==> config.mk <==
export PLATFORM = sky130hd
export DESIGN_NAME = ser_meter
export DESIGN_NICKNAME = d
export VERILOG_FILES = /design/src/rtl/ser_pkg.sv /design/src/rtl/sym_delay_line.sv /design/src/rtl/ser_meter.sv
export SDC_FILE = /design/constraint.sdc
export NUM_CORES = 1
export LEC_CHECK = 0
export ABC_AREA = 1
export CAP_MARGIN = 0
export CORE_ASPECT_RATIO = 0.75
export CORE_MARGIN = 2
export CORE_UTILIZATION = 58
export CTS_CLUSTER_DIAMETER = 40
export CTS_CLUSTER_SIZE = 30
export DETAILED_ROUTE_END_ITERATION = 6
export GPL_TIMING_DRIVEN = 0
export PLACE_DENSITY = 0.86
export SLEW_MARGIN = 20
export SYNTH_ARGS = -nofsm -noshare
export SYNTH_HDL_FRONTEND = slang
export SYNTH_SLANG_ARGS = --single-unit
==> constraint.sdc <==
create_clock -name sys_clk -period 6.8 [get_ports sys_clk]
set_input_delay 0.68 -clock sys_clk [delete_from_list [all_inputs] [get_ports sys_clk]]
set_output_delay 0.68 -clock sys_clk [all_outputs]
set_load 0.01 [all_outputs]
==> src/rtl/ser_pkg.sv <==
// Shared types and helpers for the symbol/bit error-rate meter.
package ser_pkg;

  localparam logic [1:0] ST_IDLE    = 2'd0;
  localparam logic [1:0] ST_FILL    = 2'd1;
  localparam logic [1:0] ST_MEASURE = 2'd2;

  typedef enum logic [1:0] {
    IDLE    = ST_IDLE,
    FILL    = ST_FILL,
    MEASURE = ST_MEASURE
  } state_t;

  // Widest symbol label the helper functions handle.
  localparam int unsigned MAX_SYM_W = 16;

  function automatic int unsigned bit_cnt_width(input int unsigned window_w,
                                                input int unsigned bits_per_sym);
    return window_w + $clog2(bits_per_sym + 1);
  endfunction

  function automatic logic [MAX_SYM_W-1:0] bin2gray(input logic [MAX_SYM_W-1:0] b);
    return b ^ (b >> 1);
  endfunction

  function automatic int unsigned popcount(input logic [MAX_SYM_W-1:0] v);
    int unsigned n;
    n = 0;
    for (int unsigned i = 0; i < MAX_SYM_W; i++) begin
      n += {31'd0, v[i]};
    end
    return n;
  endfunction

endpackage

==> src/rtl/sym_delay_line.sv <==
// Symbol-strobed reference delay line with saturating fill counter.
module sym_delay_line #(
  parameter int unsigned BITS_PER_SYM = 2,
  parameter int unsigned DELAY        = 0
) (
  input  logic                    sys_clk,
  input  logic                    reset,
  input  logic                    sym_clk_ena,
  input  logic [BITS_PER_SYM-1:0] symb_in,
  output logic [BITS_PER_SYM-1:0] symb_out,
  output logic                    full
);

  if (DELAY == 0) begin : g_bypass
    logic ctl_unused;
    assign ctl_unused = &{1'b0, sys_clk, reset, sym_clk_ena};
    assign symb_out   = symb_in;
    assign full       = 1'b1;
  end else begin : g_line
    localparam int unsigned FILL_W = $clog2(DELAY + 1);
    localparam int unsigned LINE_W = DELAY * BITS_PER_SYM;

    // Newest symbol sits in the low bits; the oldest leaves from the top.
    logic [LINE_W-1:0] line;
    logic [FILL_W-1:0] fill_cnt;

    always_ff @(posedge sys_clk) begin
      if (reset) begin
        line     <= '0;
        fill_cnt <= '0;
      end else if (sym_clk_ena) begin
        line <= (line << BITS_PER_SYM) | LINE_W'(symb_in);
        if (fill_cnt != FILL_W'(DELAY)) begin
          fill_cnt <= fill_cnt + 1'b1;
        end
      end
    end

    assign symb_out = line[LINE_W-1 -: BITS_PER_SYM];
    assign full     = (fill_cnt == FILL_W'(DELAY));
  end

endmodule

==> src/rtl/ser_meter.sv <==
// Symbol/bit error-rate meter: aligns reference to received symbols and
// counts symbols, symbol errors and bit errors over a programmable window.
module ser_meter
  import ser_pkg::*;
#(
  parameter int unsigned BITS_PER_SYM = 2,
  parameter int unsigned DELAY        = 0,
  parameter int unsigned WINDOW_W     = 22,
  parameter int unsigned GRAY_MAP     = 1
) (
  input  logic                                                sys_clk,
  input  logic                                                reset,
  input  logic                                                sym_clk_ena,
  input  logic                                                start,
  input  logic [WINDOW_W-1:0]                                 window_len,
  input  logic [BITS_PER_SYM-1:0]                             symb_ref,
  input  logic [BITS_PER_SYM-1:0]                             symb_rx,
  output logic                                                busy,
  output logic                                                done,
  output logic [WINDOW_W-1:0]                                 sym_count,
  output logic [WINDOW_W-1:0]                                 sym_err_count,
  output logic [bit_cnt_width(WINDOW_W, BITS_PER_SYM)-1:0]    bit_err_count,
  output logic                                                sym_correct,
  output logic                                                sym_error
);

  localparam int unsigned BE_W = bit_cnt_width(WINDOW_W, BITS_PER_SYM);
  localparam int unsigned PC_W = $clog2(BITS_PER_SYM + 1);

  state_t                  state;
  logic [BITS_PER_SYM-1:0] ref_d;
  logic                    line_full;
  logic                    sym_valid;
  logic                    sym_mismatch;
  logic [PC_W-1:0]         sym_bit_errs;
  logic [MAX_SYM_W-1:0]    lab_ref;
  logic [MAX_SYM_W-1:0]    lab_rx;
  logic [WINDOW_W:0]       serr_sum;
  logic [BE_W:0]           berr_sum;
  logic [WINDOW_W-1:0]     serr_next;
  logic [BE_W-1:0]         berr_next;
  logic [WINDOW_W-1:0]     sym_count_inc;
  logic [WINDOW_W-1:0]     win_len;

  sym_delay_line #(
    .BITS_PER_SYM (BITS_PER_SYM),
    .DELAY        (DELAY)
  ) u_delay (
    .sys_clk     (sys_clk),
    .reset       (reset),
    .sym_clk_ena (sym_clk_ena),
    .symb_in     (symb_ref),
    .symb_out    (ref_d),
    .full        (line_full)
  );

  always_comb begin
    lab_ref = MAX_SYM_W'(ref_d);
    lab_rx  = MAX_SYM_W'(symb_rx);
    if (GRAY_MAP != 0) begin
      lab_ref = bin2gray(lab_ref);
      lab_rx  = bin2gray(lab_rx);
    end
    sym_valid     = sym_clk_ena & line_full;
    sym_mismatch  = (ref_d != symb_rx);
    sym_bit_errs  = PC_W'(popcount(lab_ref ^ lab_rx));
    // One spare bit catches the carry so the error counters can saturate.
    serr_sum      = {1'b0, sym_err_count} + (WINDOW_W+1)'(sym_mismatch);
    berr_sum      = {1'b0, bit_err_count} + (BE_W+1)'(sym_bit_errs);
    serr_next     = serr_sum[WINDOW_W] ? '1 : serr_sum[WINDOW_W-1:0];
    berr_next     = berr_sum[BE_W] ? '1 : berr_sum[BE_W-1:0];
    sym_count_inc = sym_count + 1'b1;
  end

  always_ff @(posedge sys_clk) begin
    if (reset) begin
      state         <= IDLE;
      busy          <= 1'b0;
      done          <= 1'b0;
      sym_correct   <= 1'b0;
      sym_error     <= 1'b0;
      sym_count     <= '0;
      sym_err_count <= '0;
      bit_err_count <= '0;
      win_len       <= '0;
    end else begin
      sym_correct <= sym_valid & ~sym_mismatch;
      sym_error   <= sym_valid & sym_mismatch;
      done        <= 1'b0;
      case (state)
        IDLE: begin
          if (start) begin
            sym_count     <= '0;
            sym_err_count <= '0;
            bit_err_count <= '0;
            win_len       <= window_len;
            if (window_len == '0) begin
              done <= 1'b1;
            end else begin
              busy  <= 1'b1;
              state <= line_full ? MEASURE : FILL;
            end
          end
        end
        FILL, MEASURE: begin
          // sym_valid already implies an aligned pair, so a strobe seen in FILL counts too.
          if (sym_valid) begin
            sym_count     <= sym_count_inc;
            sym_err_count <= serr_next;
            bit_err_count <= berr_next;
            if (sym_count_inc == win_len) begin
              state <= IDLE;
              busy  <= 1'b0;
              done  <= 1'b1;
            end else begin
              state <= MEASURE;
            end
          end else if (line_full) begin
            state <= MEASURE;
          end
        end
        default: state <= IDLE;
      endcase
    end
  end

endmodule

## Word level (Yosys, flattened, before mapping)

Index checks and enable logic that the tools add are counted.

| cells by class | value |
|---|---|
| add/subtract/negate cells | 18 |
| reduce and logical (&&, ||, !) cells | 8 |
| bitwise operators | 6 |
| mux-type cells | 25 |
| equal/unequal tests | 8 |

Operators with widths:

| operator | count |
|---|---|
| $mux W22 | 4 |
| $pmux W22 S2 | 2 |
| $mux W24 | 3 |
| $pmux W24 S2 | 1 |
| $add A2 B1 Y2 const B | 14 |
| $add A24 B2 Y25 | 1 |
| $add A22 B1 Y23 | 1 |
| $add A22 B1 Y22 const B | 1 |
| $eq A22 B22 Y1 | 1 |
| $logic_not A22 Y1 | 1 |
| $mux W1 | 8 |
| $mux W2 | 4 |
| $ne A2 B2 Y1 const B | 4 |
| $reduce_and A5 Y1 | 1 |
| $pmux W1 S2 | 2 |
| $pmux W2 S2 | 1 |
| $reduce_and A2 Y1 | 2 |
| $xor A2 B1 Y2 | 2 |
| $reduce_and A3 Y1 | 1 |
| $add A1 B1 Y2 | 1 |
| $and A1 B1 Y1 | 2 |
| $eq A2 B1 Y1 const B | 1 |
| $eq A2 B2 Y1 const B | 1 |
| $logic_not A2 Y1 | 1 |
| 5 further kinds | 5 |

| storage, ports and cells | value |
|---|---|
| word-level logic and storage cells | 74 |
| bits of input ports | 30 |
| output and inout bits | 72 |
| register bits after elaboration | 96 |

## Longest topological paths before layout

| logic depth | value |
|---|---|
| depth after elaboration | 21 |
| gate-level depth with buffers | 19 |
| gate-level depth less buffers | 19 |

## Cells and area by module

From an unflattened synthesis, not the netlist that was laid out.

| second synthesis, totals | value |
|---|---|
| cell total of the unflattened synthesis | 901 |
| area, all modules | 5821.8 µm² |

Modules (own cells, without submodules):

| module | times used | sequential area each (µm²) | cells an instance | area an instance (µm²) |
|---|---|---|---|---|
| ser_meter | 1 | 1921.8 | 897 | 5795.6 |
| sym_delay_line | 1 | 0.0 | 4 | 26.3 |

## Worst setup path before layout

No wires, ideal clock.

| timing | value |
|---|---|
| path type | input to register |
| start point | in symb_rx[0] |
| end point | reg bit_err_count[11] |
| setup time | 0.065 ns |
| data required time | 6.735 ns |
| buffers on the path | 0 |
| setup slack | 4.032 ns |
| cell stages on the path | 19 |
| arrival time | 2.703 ns |
| path through | xnor2_1 inv_1 nor2_1 inv_1 fa_1 inv_1 nand2_1 nor2_4 inv_2 nor2_4 nand2_2 nor2_4 nand2_2 nor2_4 inv_2 o21ai_0 a21oi_1 o21a_1 nor2_1 |

| on the way | value |
|---|---|
| cells in the longest elaborated chain, start to end | 21 |

RTL lines:

| element | RTL line | source |
|---|---|---|
| start: declaration | ser_meter.sv:17 | `input logic [BITS_PER_SYM-1:0] symb_rx,` |
| $xor A2 B1 Y2 | ser_pkg.sv:23 | `return b ^ (b >> 1);` |
| $xor A2 B2 Y2 | ser_meter.sv:66 | `sym_bit_errs = PC_W'(popcount(lab_ref ^ lab_rx));` |
| $add A1 B1 Y2 | ser_pkg.sv:30 | `n += {31'd0, v[i]};` |
| $add A2 B1 Y2 (14 in a row) | ser_pkg.sv:30 |  |
| $add A24 B2 Y25 | ser_meter.sv:69 | `berr_sum = {1'b0, bit_err_count} + (BE_W+1)'(sym_bit_errs);` |
| $mux W24 | ser_meter.sv:71 | `berr_next = berr_sum[BE_W] ? '1 : berr_sum[BE_W-1:0];` |
| $mux W24 | ser_meter.sv:107 | `if (sym_valid) begin` |
| $pmux W24 S2 | ser_meter.sv:90 | `case (state)` |
| end signal: assignment | ser_meter.sv:110 | `bit_err_count <= berr_next;` |
| end: declaration | ser_meter.sv:22 | `output logic [bit_cnt_width(WINDOW_W, BITS_PER_SYM)-1:0] bit_err_count,` |

No other way between the ends. The select of a mux whose other input is x is not followed.
A chain may end at the register's enable or synchronous reset.

## Final worst setup path

| timing | value |
|---|---|
| start point | in symb_ref[1] |
| end point | reg bit_err_count[20] |

| on the way | value |
|---|---|
| cells in the longest elaborated chain, start to end | 21 |

RTL lines:

| element | RTL line | source |
|---|---|---|
| start: declaration | ser_meter.sv:16 | `input logic [BITS_PER_SYM-1:0] symb_ref,` |
| $xor A2 B1 Y2 | ser_pkg.sv:23 |  |
| $xor A2 B2 Y2 | ser_meter.sv:66 |  |
| $add A1 B1 Y2 | ser_pkg.sv:30 |  |
| $add A2 B1 Y2 (14 in a row) | ser_pkg.sv:30 |  |
| $add A24 B2 Y25 | ser_meter.sv:69 |  |
| $mux W24 | ser_meter.sv:71 |  |
| $mux W24 | ser_meter.sv:107 |  |
| $pmux W24 S2 | ser_meter.sv:90 |  |

No other way between the ends. The select of a mux whose other input is x is not followed.

==> parameters.txt <==
Parameter                              Value

Synth
  Cell Area, Synth    5730 µm²
  Average cell area after synthesis    6.54 µm²
  Number of enable flip-flop cells after synthesis    0
  Count of warnings emitted by yosys    0
  Synthesized instance count    876
  Most frequently used flop master after synthesis    dfxtp_1
  Post-synthesis net count    912
  Total of flip-flops plus latches after synthesis    95
  Post-synth ARST share    0%
  Sequential area share after synthesis    33.2%
  Unique cell type count in the Yosys netlist    42

GRT
  Pin count of the biggest net entering global routing    15
  Antenna violations before repair    0
  Vias in the first global route    5,633
  Gr usage total    31.4%
  Grt ovf    0
  First-pass GRT wire length    ~27 mm

Placed design
  Count of buffers from port buffering    100
  Placer congestion estimate    around 0.99
  Placed Cells incl. Taps    approximately 1,100
  Half-perimeter wire length after placement    12.5 mm

Power and ir drop
  Leakage Power    2.67 nW
  Power per Cell Area    168 nW/µm²
  Peak supply drop    124 µV

Min path
  Min-Delay Path Class    reg2reg
  Worst Hold Depth    2

CTS
  Post-cts hold buffer count    0
  Number of buffers created by CTS    9
  Clock latency of the later-clocked register in the worst-skew pair    ~0.34 ns
  Post-CTS Setup Bufs    0
  H-tree levels    3
  CTS Buffer Depth    2
  Clk sink count    95
  Cells resized by post-CTS repair    0
  Clock edge transition at the registers on the reported setup and hold paths    0.06 ns
  Buffer type at the clock tree root    clkbuf_16
  CTS tree    yes

Timing
  FMAX    298 MHz
  Count of endpoints failing hold in the final timing report    0
  Post-Route Skew    ~0.0052 ns
  Tightest Pin Transition    0.676 ns
  Setup TNS    0 ns
  Setup violation total in the final timing report    0
  RSZ-0062 raised after global routing    false
  Number of max-slew violations in the final report    0
  Final critical-path required period    3.36 ns
  Final Cycle Share    49.4%
  Slew HR    54.5%

Setup path
  Crit path capture type    register
  Critical path class    in2reg
  Reg2reg path depth    15
  CP Data Required Time    7.00 ns
  Ordered cell list for the critical path    clkdlybuf4s50_1, xor2_1, inv_1, nor2_1, inv_1, fa_1, inv_1, nand2_1, nor2_4, nand4_1, nor2_1, nand3_1, nor2_1, nand2_1, o21ai_0, nand3_1, nand2_1, a21oi_1
  Worst EP arrival    roughly 3.6 ns
  Crit path max fanout    4
  Startpoint type of the worst setup path    primary input
  Cell with the biggest individual delay on the critical path    clkdlybuf4s50_1
  Maximum single-stage delay on the critical path    0.47 ns

Floorplan
  Number of placed I/O pins    102
  Area of the core    between 9000 and 10,000 µm²
  Initial Utilization    59.5%
  X dimension of the die    between 100 and 150 µm
  Die Y    90.1 µm
  Die Footprint    about 11,000 µm²
  Cell Rows    31

Route
  Total via count in the routed design    6,340
  Final ANT Viol Nets    0
  Number of design rule violations left after detail routing    0
  DRC marker count from the first detailed-route iteration    616
  Wirelength per Cell    15.0 µm
  Wire length reported by the detailed router    16.9 mm
  Vias/cell    approximately 5.6
  Number of iterations in the first detailed-routing pass    5

Cells and area
  Most common library cell in the layout ignoring fill and taps    nand2_1
  Footprint of the multi-input gates    3350 µm²
  Reg area    1900 µm²
  Final std cells w/o fill    approximately 1,100
  Commonest cells after routing, fill and taps aside    nand2_1 (231), clkdlybuf4s50_1 (100), dfxtp_1 (95)
  Count of filler cells inserted in the layout    about 840
  Antenna cells    0
  Net count of the finished layout    a little over 1,000
  Fraction of final layout cells with drive strength greater than 1    under 10%
  Layout Area Growth over Synthesis    25.5%

Outcome
  Status    complete, no violations

Flow run
  Number of maximum-capacitance constraint violations    0
## flip-flops by register name, summed over array words and instances (netlist names)
| signal | count |
|---|---|
| sym_correct | 1 |
| sym_error | 1 |
| sym_count | 22 |
| busy | 1 |
| bit_err_count | 24 |
| done | 1 |
| state | 1 |
| win_len | 22 |
| sym_err_count | 22 |
## where the power goes
part	internal (mW)	switching (mW)	total (mW)	leakage (nW)
registers	0.570	0.00843	0.578	0.771
clock network	0.295	0.214	0.509	0.140
logic	0.0449	0.0780	0.123	1.76
total	0.910	0.300	1.21	2.67
## layer usage
metal  global-route usage, %  vias up  routed length (µm)
met5                       0        -                   0
met4                    8.43        0                 214
met3                    5.71       23                1880
met2                    48.1      343                7380
met1                    45.3     2898                7380
li1                        -     3076                   -
## worst paths after layout
path,start,to,slack (ns)
min reg2reg,busy,busy,0.47
max reg2reg,bit_err_count[0],bit_err_count[20],4.19
min,busy,busy,0.47
max,symb_ref[1],bit_err_count[20],3.44
## kinds of logic after synthesis
| logic type | synth area share (%) |
|---|---|
| xor gates and xnor gates | 4.83 |
| adders and majority gates | 1.44 |
| AOI/OAI and AO/OA | 14.9 |
| and+or+nand+nor | 37.4 |
| buffers and inverters | 8.28 |
| DFF | 33.2 |
## cell usage after synthesis, drive strengths merged, types with 3 or more instances
cell	number	share of area (%)
nand2	244	17
dfxtp	95	33
inv	91	6.0
nor2	91	8.0
a21oi	88	7.8
nand3	82	7.8
o21ai	68	5.9
clkbuf	24	1.6
xor2	19	2.9
nand4	13	1.4
nor3	13	1.6
xnor2	10	1.5
nor4	7	0.76
buf	6	0.66
ha	5	1.1
and2	4	0.44
o21bai	3	0.46
## worst max-delay path: cells and delay by family
family	cells	cell delay (ns)
compound gates	2	0.27
buf+inv	4	0.70
fa+ha+maj	1	0.43
simple gates	10	1.23
xor+xnor	1	0.24
## stage by stage
| step | instance area (µm²) | setup slack, ns | total power [mW] | hold WS [ns] | util [%] |
|---|---|---|---|---|---|
| 4_1_cts | 7190 | 3.52 | 1.21 | 0.466 | 74.7 |
| 6_report | 7190 | 3.44 | 1.21 | 0.469 | 74.7 |
| 5_1_grt | 7190 | 3.28 | 1.25 | 0.503 | 74.7 |
| 3_5_place_dp | 6890 | 3.18 | 0.710 | 0.456 | 71.7 |
| 3_3_place_gp | 6890 | 3.23 | 0.707 | 0.448 | 71.7 |
| 2_1_floorplan | 5730 | 4.03 | 0.656 | 0.444 | - |
## cell type report
type,instances,share of cell area [%]
plain buffers,30,1.78
well taps,132,2.30
flip-flops and latches,95,26.5
repair buffers,100,13.9
inverters,92,4.82
clock buffers,13,3.48
clock inverters,3,0.592
multi-input cells,659,46.6
Note: power is estimated with default switching activity, not from simulation.
